===== config.mk =====
export PLATFORM = sky130hd
export DESIGN_NAME = lcd_id_probe_flat
export DESIGN_NICKNAME = d
export VERILOG_FILES = /design/src/rtl/lcd_id_probe_pkg.sv /design/src/rtl/lcd_id_probe_if.sv /design/src/rtl/lcd_id_probe_decode.sv /design/src/rtl/lcd_id_probe.sv /design/src/flat_wrapper.sv
export SDC_FILE = /design/constraint.sdc
export NUM_CORES = 1
export LEC_CHECK = 0
export ABC_AREA = 1
export CORE_MARGIN = 5
export CORE_UTILIZATION = 50
export DETAILED_ROUTE_END_ITERATION = 10
export DONT_BUFFER_PORTS = 1
export GPL_ROUTABILITY_DRIVEN = 0
export PLACE_DENSITY = 0.61
export SYNTH_ARGS = -nofsm -noshare
export SYNTH_HDL_FRONTEND = slang
export SYNTH_HIERARCHICAL = 1
export SYNTH_SLANG_ARGS = --single-unit

===== constraint.sdc =====
create_clock -name clk -period 3.6 [get_ports clk]
set_input_delay 0.18 -clock clk [delete_from_list [all_inputs] [get_ports clk]]
set_output_delay 0.18 -clock clk [all_outputs]
set_load 0.01 [all_outputs]

===== src/rtl/lcd_id_probe_pkg.sv =====
// ---------------------------------------------------------------------------
// lcd_id_pkg
// Shared types and constants for the LCD panel ID probe:
//   - probe_state_e : probe sequencer states
//   - LCD_ID_*      : panel ID codes carried on the strap bits
//   - RES_*         : panel resolutions in pixels
//   - ID_OUT_W / RES_W : widths of the id and resolution outputs
// ---------------------------------------------------------------------------
package lcd_id_pkg;

  localparam int ID_OUT_W = 8;
  localparam int RES_W    = 11;

  typedef enum logic [1:0] {
    SETTLE = 2'd0,
    SAMPLE = 2'd1,
    DONE   = 2'd2,
    ERROR  = 2'd3
  } probe_state_e;

  // Panel ID codes (low three strap bits).
  localparam logic [2:0] LCD_ID_43_480  = 3'd0;
  localparam logic [2:0] LCD_ID_7_800   = 3'd1;
  localparam logic [2:0] LCD_ID_7_1024  = 3'd2;
  localparam logic [2:0] LCD_ID_43_800  = 3'd4;
  localparam logic [2:0] LCD_ID_10_1280 = 3'd5;

  // Panel resolutions.
  localparam logic [RES_W-1:0] RES_H_480  = 11'd480;
  localparam logic [RES_W-1:0] RES_H_800  = 11'd800;
  localparam logic [RES_W-1:0] RES_H_1024 = 11'd1024;
  localparam logic [RES_W-1:0] RES_H_1280 = 11'd1280;
  localparam logic [RES_W-1:0] RES_V_272  = 11'd272;
  localparam logic [RES_W-1:0] RES_V_480  = 11'd480;
  localparam logic [RES_W-1:0] RES_V_600  = 11'd600;
  localparam logic [RES_W-1:0] RES_V_800  = 11'd800;
  localparam logic [RES_W-1:0] RES_NONE   = 11'd0;

endpackage


===== src/rtl/lcd_id_probe_if.sv =====
// ---------------------------------------------------------------------------
// lcd_id_probe_if
// Bundle between the LCD pad ring / timing controller and the ID probe.
//   lcd_rgb  : RGB bus pad input (DATA_W bits)
//   rd_req   : single-cycle re-probe request
//   rgb_oe   : controller may drive the RGB bus
//   id       : latched panel ID, zero-extended to 8 bits
//   id_valid : id is stable and valid
//   id_err   : no stable ID found before the timeout
//   h_res    : decoded horizontal resolution (0 when unknown/absent)
//   v_res    : decoded vertical resolution (0 when unknown/absent)
// Modports: master = the probe itself, slave = the surrounding logic.
// ---------------------------------------------------------------------------
interface lcd_id_probe_if
  import lcd_id_pkg::*;
#(
  parameter int DATA_W = 16
) ();

  logic [DATA_W-1:0]   lcd_rgb;
  logic                rd_req;
  logic                rgb_oe;
  logic [ID_OUT_W-1:0] id;
  logic                id_valid;
  logic                id_err;
  logic [RES_W-1:0]    h_res;
  logic [RES_W-1:0]    v_res;

  modport master (
    input  lcd_rgb,
    input  rd_req,
    output rgb_oe,
    output id,
    output id_valid,
    output id_err,
    output h_res,
    output v_res
  );

  modport slave (
    output lcd_rgb,
    output rd_req,
    input  rgb_oe,
    input  id,
    input  id_valid,
    input  id_err,
    input  h_res,
    input  v_res
  );

endinterface


===== src/rtl/lcd_id_probe_decode.sv =====
// ---------------------------------------------------------------------------
// lcd_id_decode
// Combinational panel ID -> resolution table. Only instantiated when the
// probe is built with LCD_ID_DECODE_EN defined.
//   code  : low three bits of the panel ID
//   h_res : horizontal pixels, 0 for unknown codes
//   v_res : vertical pixels, 0 for unknown codes
// ---------------------------------------------------------------------------
module lcd_id_decode
  import lcd_id_pkg::*;
(
  input  logic [2:0]       code,
  output logic [RES_W-1:0] h_res,
  output logic [RES_W-1:0] v_res
);

  // ID code lookup; codes without a known panel decode to 0x0.
  always_comb begin
    h_res = RES_NONE;
    v_res = RES_NONE;
    case (code)
      LCD_ID_43_480: begin
        h_res = RES_H_480;
        v_res = RES_V_272;
      end
      LCD_ID_7_800: begin
        h_res = RES_H_800;
        v_res = RES_V_480;
      end
      LCD_ID_7_1024: begin
        h_res = RES_H_1024;
        v_res = RES_V_600;
      end
      LCD_ID_43_800: begin
        h_res = RES_H_800;
        v_res = RES_V_480;
      end
      LCD_ID_10_1280: begin
        h_res = RES_H_1280;
        v_res = RES_V_800;
      end
      default: begin
        h_res = RES_NONE;
        v_res = RES_NONE;
      end
    endcase
  end

endmodule


===== src/rtl/lcd_id_probe.sv =====
// ---------------------------------------------------------------------------
// lcd_id_probe
// Reads the panel ID strap bits off the tri-stated RGB bus after reset:
// waits SETTLE_CYC cycles, then requires SAMPLES consecutive identical
// strap readings within TIMEOUT_CYC sample cycles. On success the ID is
// latched and id_valid/rgb_oe rise; on timeout id_err/rgb_oe rise. A
// rd_req pulse in DONE or ERROR restarts the whole probe.
//
// Ports:
//   clk : clock
//   rst : synchronous reset, active-high
//   bus : lcd_id_probe_if.master (lcd_rgb, rd_req in; rgb_oe, id,
//         id_valid, id_err, h_res, v_res out)
//
// Build option: define LCD_ID_DECODE_EN to load h_res/v_res from the ID
// on the latch edge; otherwise both are tied to 0.
// ---------------------------------------------------------------------------
module lcd_id_probe
  import lcd_id_pkg::*;
#(
  parameter int                      DATA_W      = 16,
  parameter int                      ID_W        = 3,
  parameter int                      POS_W       = $clog2(DATA_W),
  // Slice k (LSB first) is the lcd_rgb bit index feeding id[k].
  parameter logic [ID_W*POS_W-1:0]   STRAP_POS   = {4'd4, 4'd10, 4'd15},
  parameter int                      SETTLE_CYC  = 16,
  parameter int                      SAMPLES     = 8,
  parameter int                      TIMEOUT_CYC = 256
) (
  input  logic             clk,
  input  logic             rst,
  lcd_id_probe_if.master   bus
);

  localparam int CNT_W  = (SETTLE_CYC > 1) ? $clog2(SETTLE_CYC) : 1;
  localparam int STAB_W = $clog2(SAMPLES + 1);
  localparam int TMO_W  = $clog2(TIMEOUT_CYC + 1);

  localparam logic [CNT_W-1:0]  CNT_ZERO    = CNT_W'(0);
  localparam logic [CNT_W-1:0]  CNT_ONE     = CNT_W'(1);
  localparam logic [CNT_W-1:0]  SETTLE_LAST = CNT_W'(SETTLE_CYC - 1);
  localparam logic [STAB_W-1:0] STAB_ZERO   = STAB_W'(0);
  localparam logic [STAB_W-1:0] STAB_ONE    = STAB_W'(1);
  localparam logic [STAB_W-1:0] SAMPLES_V   = STAB_W'(SAMPLES);
  localparam logic [TMO_W-1:0]  TMO_ZERO    = TMO_W'(0);
  localparam logic [TMO_W-1:0]  TMO_ONE     = TMO_W'(1);
  localparam logic [TMO_W-1:0]  TIMEOUT_V   = TMO_W'(TIMEOUT_CYC);
  localparam logic [ID_W-1:0]   CAND_ZERO   = ID_W'(0);
  localparam logic [ID_OUT_W-1:0] ID_ZERO   = 8'h00;

  probe_state_e        state_r, state_nx_s;
  logic [CNT_W-1:0]    cnt_r, cnt_nx_s;
  logic [TMO_W-1:0]    tmo_r, tmo_nx_s;
  logic [STAB_W-1:0]   stab_r, stab_nx_s;
  logic [ID_W-1:0]     prev_r, prev_nx_s;
  logic [ID_OUT_W-1:0] id_r, id_nx_s;
  logic                id_valid_r, id_valid_nx_s;
  logic                id_err_r, id_err_nx_s;
  logic                rgb_oe_r, rgb_oe_nx_s;

  logic [ID_W-1:0]     cand_s;
  logic [ID_OUT_W-1:0] cand_ext_s;

  // Candidate ID: a pure combinational pick of the strap bits.
  for (genvar k = 0; k < ID_W; k++) begin : g_cand
    assign cand_s[k] = bus.lcd_rgb[STRAP_POS[k*POS_W +: POS_W]];
  end

  // Zero-extend the candidate to the 8-bit id width.
  always_comb begin
    cand_ext_s             = ID_ZERO;
    cand_ext_s[ID_W-1:0]   = cand_s;
  end

  // Next-state and next-output logic of the probe sequencer.
  always_comb begin
    state_nx_s    = state_r;
    cnt_nx_s      = cnt_r;
    tmo_nx_s      = tmo_r;
    stab_nx_s     = stab_r;
    prev_nx_s     = prev_r;
    id_nx_s       = id_r;
    id_valid_nx_s = id_valid_r;
    id_err_nx_s   = id_err_r;
    rgb_oe_nx_s   = rgb_oe_r;
    case (state_r)
      SETTLE: begin
        if (cnt_r == SETTLE_LAST) begin
          cnt_nx_s   = CNT_ZERO;
          state_nx_s = SAMPLE;
        end else begin
          cnt_nx_s   = cnt_r + CNT_ONE;
        end
      end
      SAMPLE: begin
        prev_nx_s = cand_s;
        tmo_nx_s  = tmo_r + TMO_ONE;
        // stab==0 marks the first sample, which has no valid prev to match.
        if ((cand_s == prev_r) && (stab_r != STAB_ZERO)) begin
          stab_nx_s = stab_r + STAB_ONE;
        end else begin
          stab_nx_s = STAB_ONE;
        end
        // Success is tested first so it wins over a coincident timeout.
        if (stab_nx_s == SAMPLES_V) begin
          id_nx_s       = cand_ext_s;
          id_valid_nx_s = 1'b1;
          rgb_oe_nx_s   = 1'b1;
          state_nx_s    = DONE;
        end else if (tmo_nx_s == TIMEOUT_V) begin
          id_nx_s       = ID_ZERO;
          id_err_nx_s   = 1'b1;
          rgb_oe_nx_s   = 1'b1;
          state_nx_s    = ERROR;
        end else begin
          state_nx_s    = SAMPLE;
        end
      end
      DONE, ERROR: begin
        if (bus.rd_req) begin
          cnt_nx_s      = CNT_ZERO;
          tmo_nx_s      = TMO_ZERO;
          stab_nx_s     = STAB_ZERO;
          prev_nx_s     = CAND_ZERO;
          id_nx_s       = ID_ZERO;
          id_valid_nx_s = 1'b0;
          id_err_nx_s   = 1'b0;
          rgb_oe_nx_s   = 1'b0;
          state_nx_s    = SETTLE;
        end else begin
          state_nx_s    = state_r;
        end
      end
      default: begin
        state_nx_s = SETTLE;
      end
    endcase
  end

  // State and output registers with synchronous reset.
  always_ff @(posedge clk) begin
    if (rst) begin
      state_r    <= SETTLE;
      cnt_r      <= CNT_ZERO;
      tmo_r      <= TMO_ZERO;
      stab_r     <= STAB_ZERO;
      prev_r     <= CAND_ZERO;
      id_r       <= ID_ZERO;
      id_valid_r <= 1'b0;
      id_err_r   <= 1'b0;
      rgb_oe_r   <= 1'b0;
    end else begin
      state_r    <= state_nx_s;
      cnt_r      <= cnt_nx_s;
      tmo_r      <= tmo_nx_s;
      stab_r     <= stab_nx_s;
      prev_r     <= prev_nx_s;
      id_r       <= id_nx_s;
      id_valid_r <= id_valid_nx_s;
      id_err_r   <= id_err_nx_s;
      rgb_oe_r   <= rgb_oe_nx_s;
    end
  end

  assign bus.id       = id_r;
  assign bus.id_valid = id_valid_r;
  assign bus.id_err   = id_err_r;
  assign bus.rgb_oe   = rgb_oe_r;

`ifdef LCD_ID_DECODE_EN
  logic [RES_W-1:0] dec_h_s, dec_v_s;
  logic [RES_W-1:0] h_res_r, v_res_r;

  lcd_id_decode u_decode (
    .code  (cand_ext_s[2:0]),
    .h_res (dec_h_s),
    .v_res (dec_v_s)
  );

  // Resolution registers: load with the id latch, clear on re-probe.
  always_ff @(posedge clk) begin
    if (rst) begin
      h_res_r <= RES_NONE;
      v_res_r <= RES_NONE;
    end else if ((state_r == SAMPLE) && (state_nx_s == DONE)) begin
      h_res_r <= dec_h_s;
      v_res_r <= dec_v_s;
    end else if (state_nx_s == SETTLE) begin
      h_res_r <= RES_NONE;
      v_res_r <= RES_NONE;
    end else begin
      h_res_r <= h_res_r;
      v_res_r <= v_res_r;
    end
  end

  assign bus.h_res = h_res_r;
  assign bus.v_res = v_res_r;
`else
  assign bus.h_res = RES_NONE;
  assign bus.v_res = RES_NONE;
`endif

endmodule

===== src/flat_wrapper.sv =====
// flat-port wrapper written by rule: the top's interface ports become plain ports
module lcd_id_probe_flat import lcd_id_pkg::*;
#(
  parameter int                      DATA_W      = 16,
  parameter int                      ID_W        = 3,
  parameter int                      POS_W       = $clog2(DATA_W),
                                                                
  parameter logic [ID_W*POS_W-1:0]   STRAP_POS   = {4'd4, 4'd10, 4'd15},
  parameter int                      SETTLE_CYC  = 16,
  parameter int                      SAMPLES     = 8,
  parameter int                      TIMEOUT_CYC = 256
)
  (clk, rst, bus_lcd_rgb, bus_rd_req, bus_rgb_oe, bus_id, bus_id_valid, bus_id_err, bus_h_res, bus_v_res);
  lcd_id_probe_if #(.DATA_W(DATA_W)) bus_i ();
  input  logic clk;
  input  logic rst;
  input wire logic [$bits(bus_i.lcd_rgb)-1:0] bus_lcd_rgb;
  input wire logic [$bits(bus_i.rd_req)-1:0] bus_rd_req;
  output wire logic [$bits(bus_i.rgb_oe)-1:0] bus_rgb_oe;
  output wire logic [$bits(bus_i.id)-1:0] bus_id;
  output wire logic [$bits(bus_i.id_valid)-1:0] bus_id_valid;
  output wire logic [$bits(bus_i.id_err)-1:0] bus_id_err;
  output wire logic [$bits(bus_i.h_res)-1:0] bus_h_res;
  output wire logic [$bits(bus_i.v_res)-1:0] bus_v_res;
  assign bus_i.lcd_rgb = bus_lcd_rgb;
  assign bus_i.rd_req = bus_rd_req;
  assign bus_rgb_oe = bus_i.rgb_oe;
  assign bus_id = bus_i.id;
  assign bus_id_valid = bus_i.id_valid;
  assign bus_id_err = bus_i.id_err;
  assign bus_h_res = bus_i.h_res;
  assign bus_v_res = bus_i.v_res;
  lcd_id_probe #(.DATA_W(DATA_W), .ID_W(ID_W), .POS_W(POS_W), .STRAP_POS(STRAP_POS), .SETTLE_CYC(SETTLE_CYC), .SAMPLES(SAMPLES), .TIMEOUT_CYC(TIMEOUT_CYC)) u_core (.clk(clk), .rst(rst), .bus(bus_i));
endmodule

==> reports/metrics.yaml <==
drt-pass1-iter-count: 4
number_of_global_route_vias_before_repair: 1219
detail_route.wl_per_cell_um: 10.3
grt_overflow: 0
critical-path-slowest-cell: "dlygate4sd3_1"
post_drt_via_cell_ratio: 4.50
grt_use_total_pct: 14.5
status: "finished clean"
worst_r2r_startpoint: "u_core/state_r[1]"
cts_tree: "yes"
timing.hold.worst_path_depth: 3
fp.dieW_um: 68.5
worst-r2r-cell-count: 6
dp_hpwl_mm: 2.22
ys_seq_area_share_pct: 32.7
fin_nets: 288
reg_to_reg_slack_setup_ps: 1640
critPathLaunchType: "register"
synth_area_leaders: "dfxtp_1 (33%), nand2_1 (17%), buf_4 (12%)"
drcViolationCount: 0
clock_sinks: 28
end_of_the_worst_register_to_register_path: "u_core/prev_r[1]"
grt_pass1_wl_mm: 5.31
min_to: "u_core/state_r[0]"
clk_pin_slew_ps: 160
antenna-diode-count: 0
critical_path_required_ps: 3830
pin_count: 52
worst_ir_drop_vdd_uv: 148
yosys_warning_count: 6
row_count: 21
detailroute.via_count: 1390
share_of_layout_cells_above_drive_strength_1_pct: 5.32
hold_violations: 0
cp_cell_sequence: "inv_1 > nand2_1 > clkinv_1 > nand2_1 > a21oi_1 > dlygate4sd3_1"
criticalPathCategory: "reg -> reg"
crit_path_max_incr_delay_ps: 590
cp_max_fo: 17
chipHeight_um: 68.5
largest_delay_share_family_worst_path: "buffers and inverters"
clockRootBuffer: "clkbuf_4"
holdWs_ps: 33.9
areal_power_density_over_the_cells_nw_per_um2: 316
p_leak_uw: 0.000779
finish.cell_count_without_fillers: 309
synthDominantAreaCellType: "dfxtp_1"
grt_antenna_before_repair: 0
synth_cell_types: 24
effective_utilization_at_floorplan_pct: 51.3
clock_tree.buffer_depth: 2
worst_hold_path_type: "in -> reg"
worst_pin_slew_ps: 841
placed_cells: 300
post-cts-setup-buffers: 0
port_buffers: 0
area_growth_pct: 2.19
timing.final.max_slew_violations: 0
detail-route-antenna-nets: 0
worstPathBufferInverterCount: 3
finalSetupViolations: 0
area_of_the_placeable_core_um2: 3340
worst-endpoint-arrival_ps: 2190
timing.max_slew.rel_slack_pct: 43.7
cp-end-kind: "register"
layout_commonest_cell: "nand2_1"
synth_top_cell_area_share_pct: 32.7
insertion_delay_of_the_later_clocked_pin_in_the_worst_skew_pair_ps: 320
most-common-layout-cells: "nand2_1 (78), inv_1 (33), dfxtp_1 (28)"
max_freq_mhz: 511
critPathMostFrequentCell: "nand2_1"
min_period_over_period_pct: 54.4
drt_wl_total_mm: 3.19
h-tree-depth: 1
post-route-min-period_ps: 1960
holdCritStartpoint: "bus_rd_req"
cts_made_buffers: 3
floorplan.die_area_um2: 4690
drv_cap: 0
drt_iter0_markers: 132
synth_area_um2: 1710
worst_clock_skew_ps: 5.54
setup_total_negative_slack_ps: 0
maximum_number_of_pins_on_one_net_before_global_route_repair: 21
grt_setup_unrepaired: "false"
postSynthRegisterBits: 28
average_size_of_a_mapped_cell_um2: 6.61
syn-instance-count: 259
-- worst min-delay path, delay by kind of cell --
family / cells / cell delay, ps
compound gates: 1 / 50
simple gates: 2 / 100
-- synthesized netlist by cell type, drive strengths merged --
cell type and n:
nand2 80, inv 33, buf 29, dfxtp 28
a21oi 24, nor2 23, nand3 15, o21ai 6
ha 5, nand4 5, clkbuf 2, clkinv 2
xor2 2, a311oi 1, conb 1, nand3b 1
o21bai 1, xnor2 1
-- cell type report --
cell class                 count  area [um^2]
sequential                    28          561
inverter                      35          131
fill                         365         1590
clock buffer                   3         22.5
multi-input combinational    191          897
clock inverter                 1         30.0
tap                           46         57.6
timing repair buffer           5         50.0
-- what timing repair did --
item,in CTS,in global routing
gates resized for setup,0,0
hold buffers,5,0
endpoints found under the hold margin,20,0
-- layer usage --
layer | part of all wire (%) | vias to the layer above | GRT usage [%]
met2 | 45 | 27 | 23.1
met3 | 5.4 | 2 | 3.57
met1 | 49 | 602 | 19.8
met4 | 0.44 | 0 | 2.98
met5 | 0 | - | 0
li1 | - | 759 | -
-- where the power goes --
part	switching, uW	internal, uW	total (uW)	leakage [uW]
Sequential	2.66	313	316	0.000226
Clock	94.8	113	207	0.0000279
Combinational	23.0	7.38	30.3	0.000525
-- registers in the layout (all words and copies together) (netlist names) --
| register | flops |
|---|---|
| u_core/stab_r | 4 |
| u_core/bus.id_err | 1 |
| u_core/tmo_r | 9 |
| u_core/prev_r | 3 |
| u_core/bus.id | 3 |
| u_core/bus.rgb_oe | 1 |
| u_core/bus.id_valid | 1 |
| u_core/cnt_r | 4 |
| u_core/state_r | 2 |
-- stage by stage --
step | instance area, um^2 | total power, uW | setup slack (ps) | utilization [%]
2_1_floorplan | 1810 | 367 | 2100 | -
3_3_place_gp | 1650 | 344 | 1840 | 49.3
3_5_place_dp | 1650 | 344 | 1860 | 49.3
4_1_cts | 1750 | 559 | 1630 | 52.4
5_1_grt | 1750 | 583 | 1440 | 52.4
6_report | 1750 | 553 | 1640 | 52.4
-- worst max path at each step --
stage / from / slack (ps) / cells after the start / to
after floorplan: u_core/tmo_r[0] / 2100 / 10 / u_core/state_r[1]
after global placement: u_core/state_r[1] / 1840 / 6 / u_core/cnt_r[2]
after detailed placement: u_core/state_r[1] / 1860 / 7 / u_core/state_r[1]
after CTS: u_core/state_r[1] / 1630 / 6 / u_core/prev_r[1]
after global routing: u_core/state_r[1] / 1440 / 6 / u_core/prev_r[1]
final: u_core/state_r[1] / 1640 / 6 / u_core/prev_r[1]
-- cell families (layout without fill, tap and decap cells) --
logic type | count (synthesis) | in the layout | synth area share (%)
buf+inv | 66 | 44 | 20.5
other cells | 1 | 27 | 0.219
xor+xnor | 3 | 3 | 1.54
flops | 28 | 28 | 32.7
compound gates | 32 | 32 | 9.72
simple gates | 124 | 124 | 31.6
fa+ha+maj | 5 | 5 | 3.65
No activity file was read; power rests on OpenSTA's default activity.
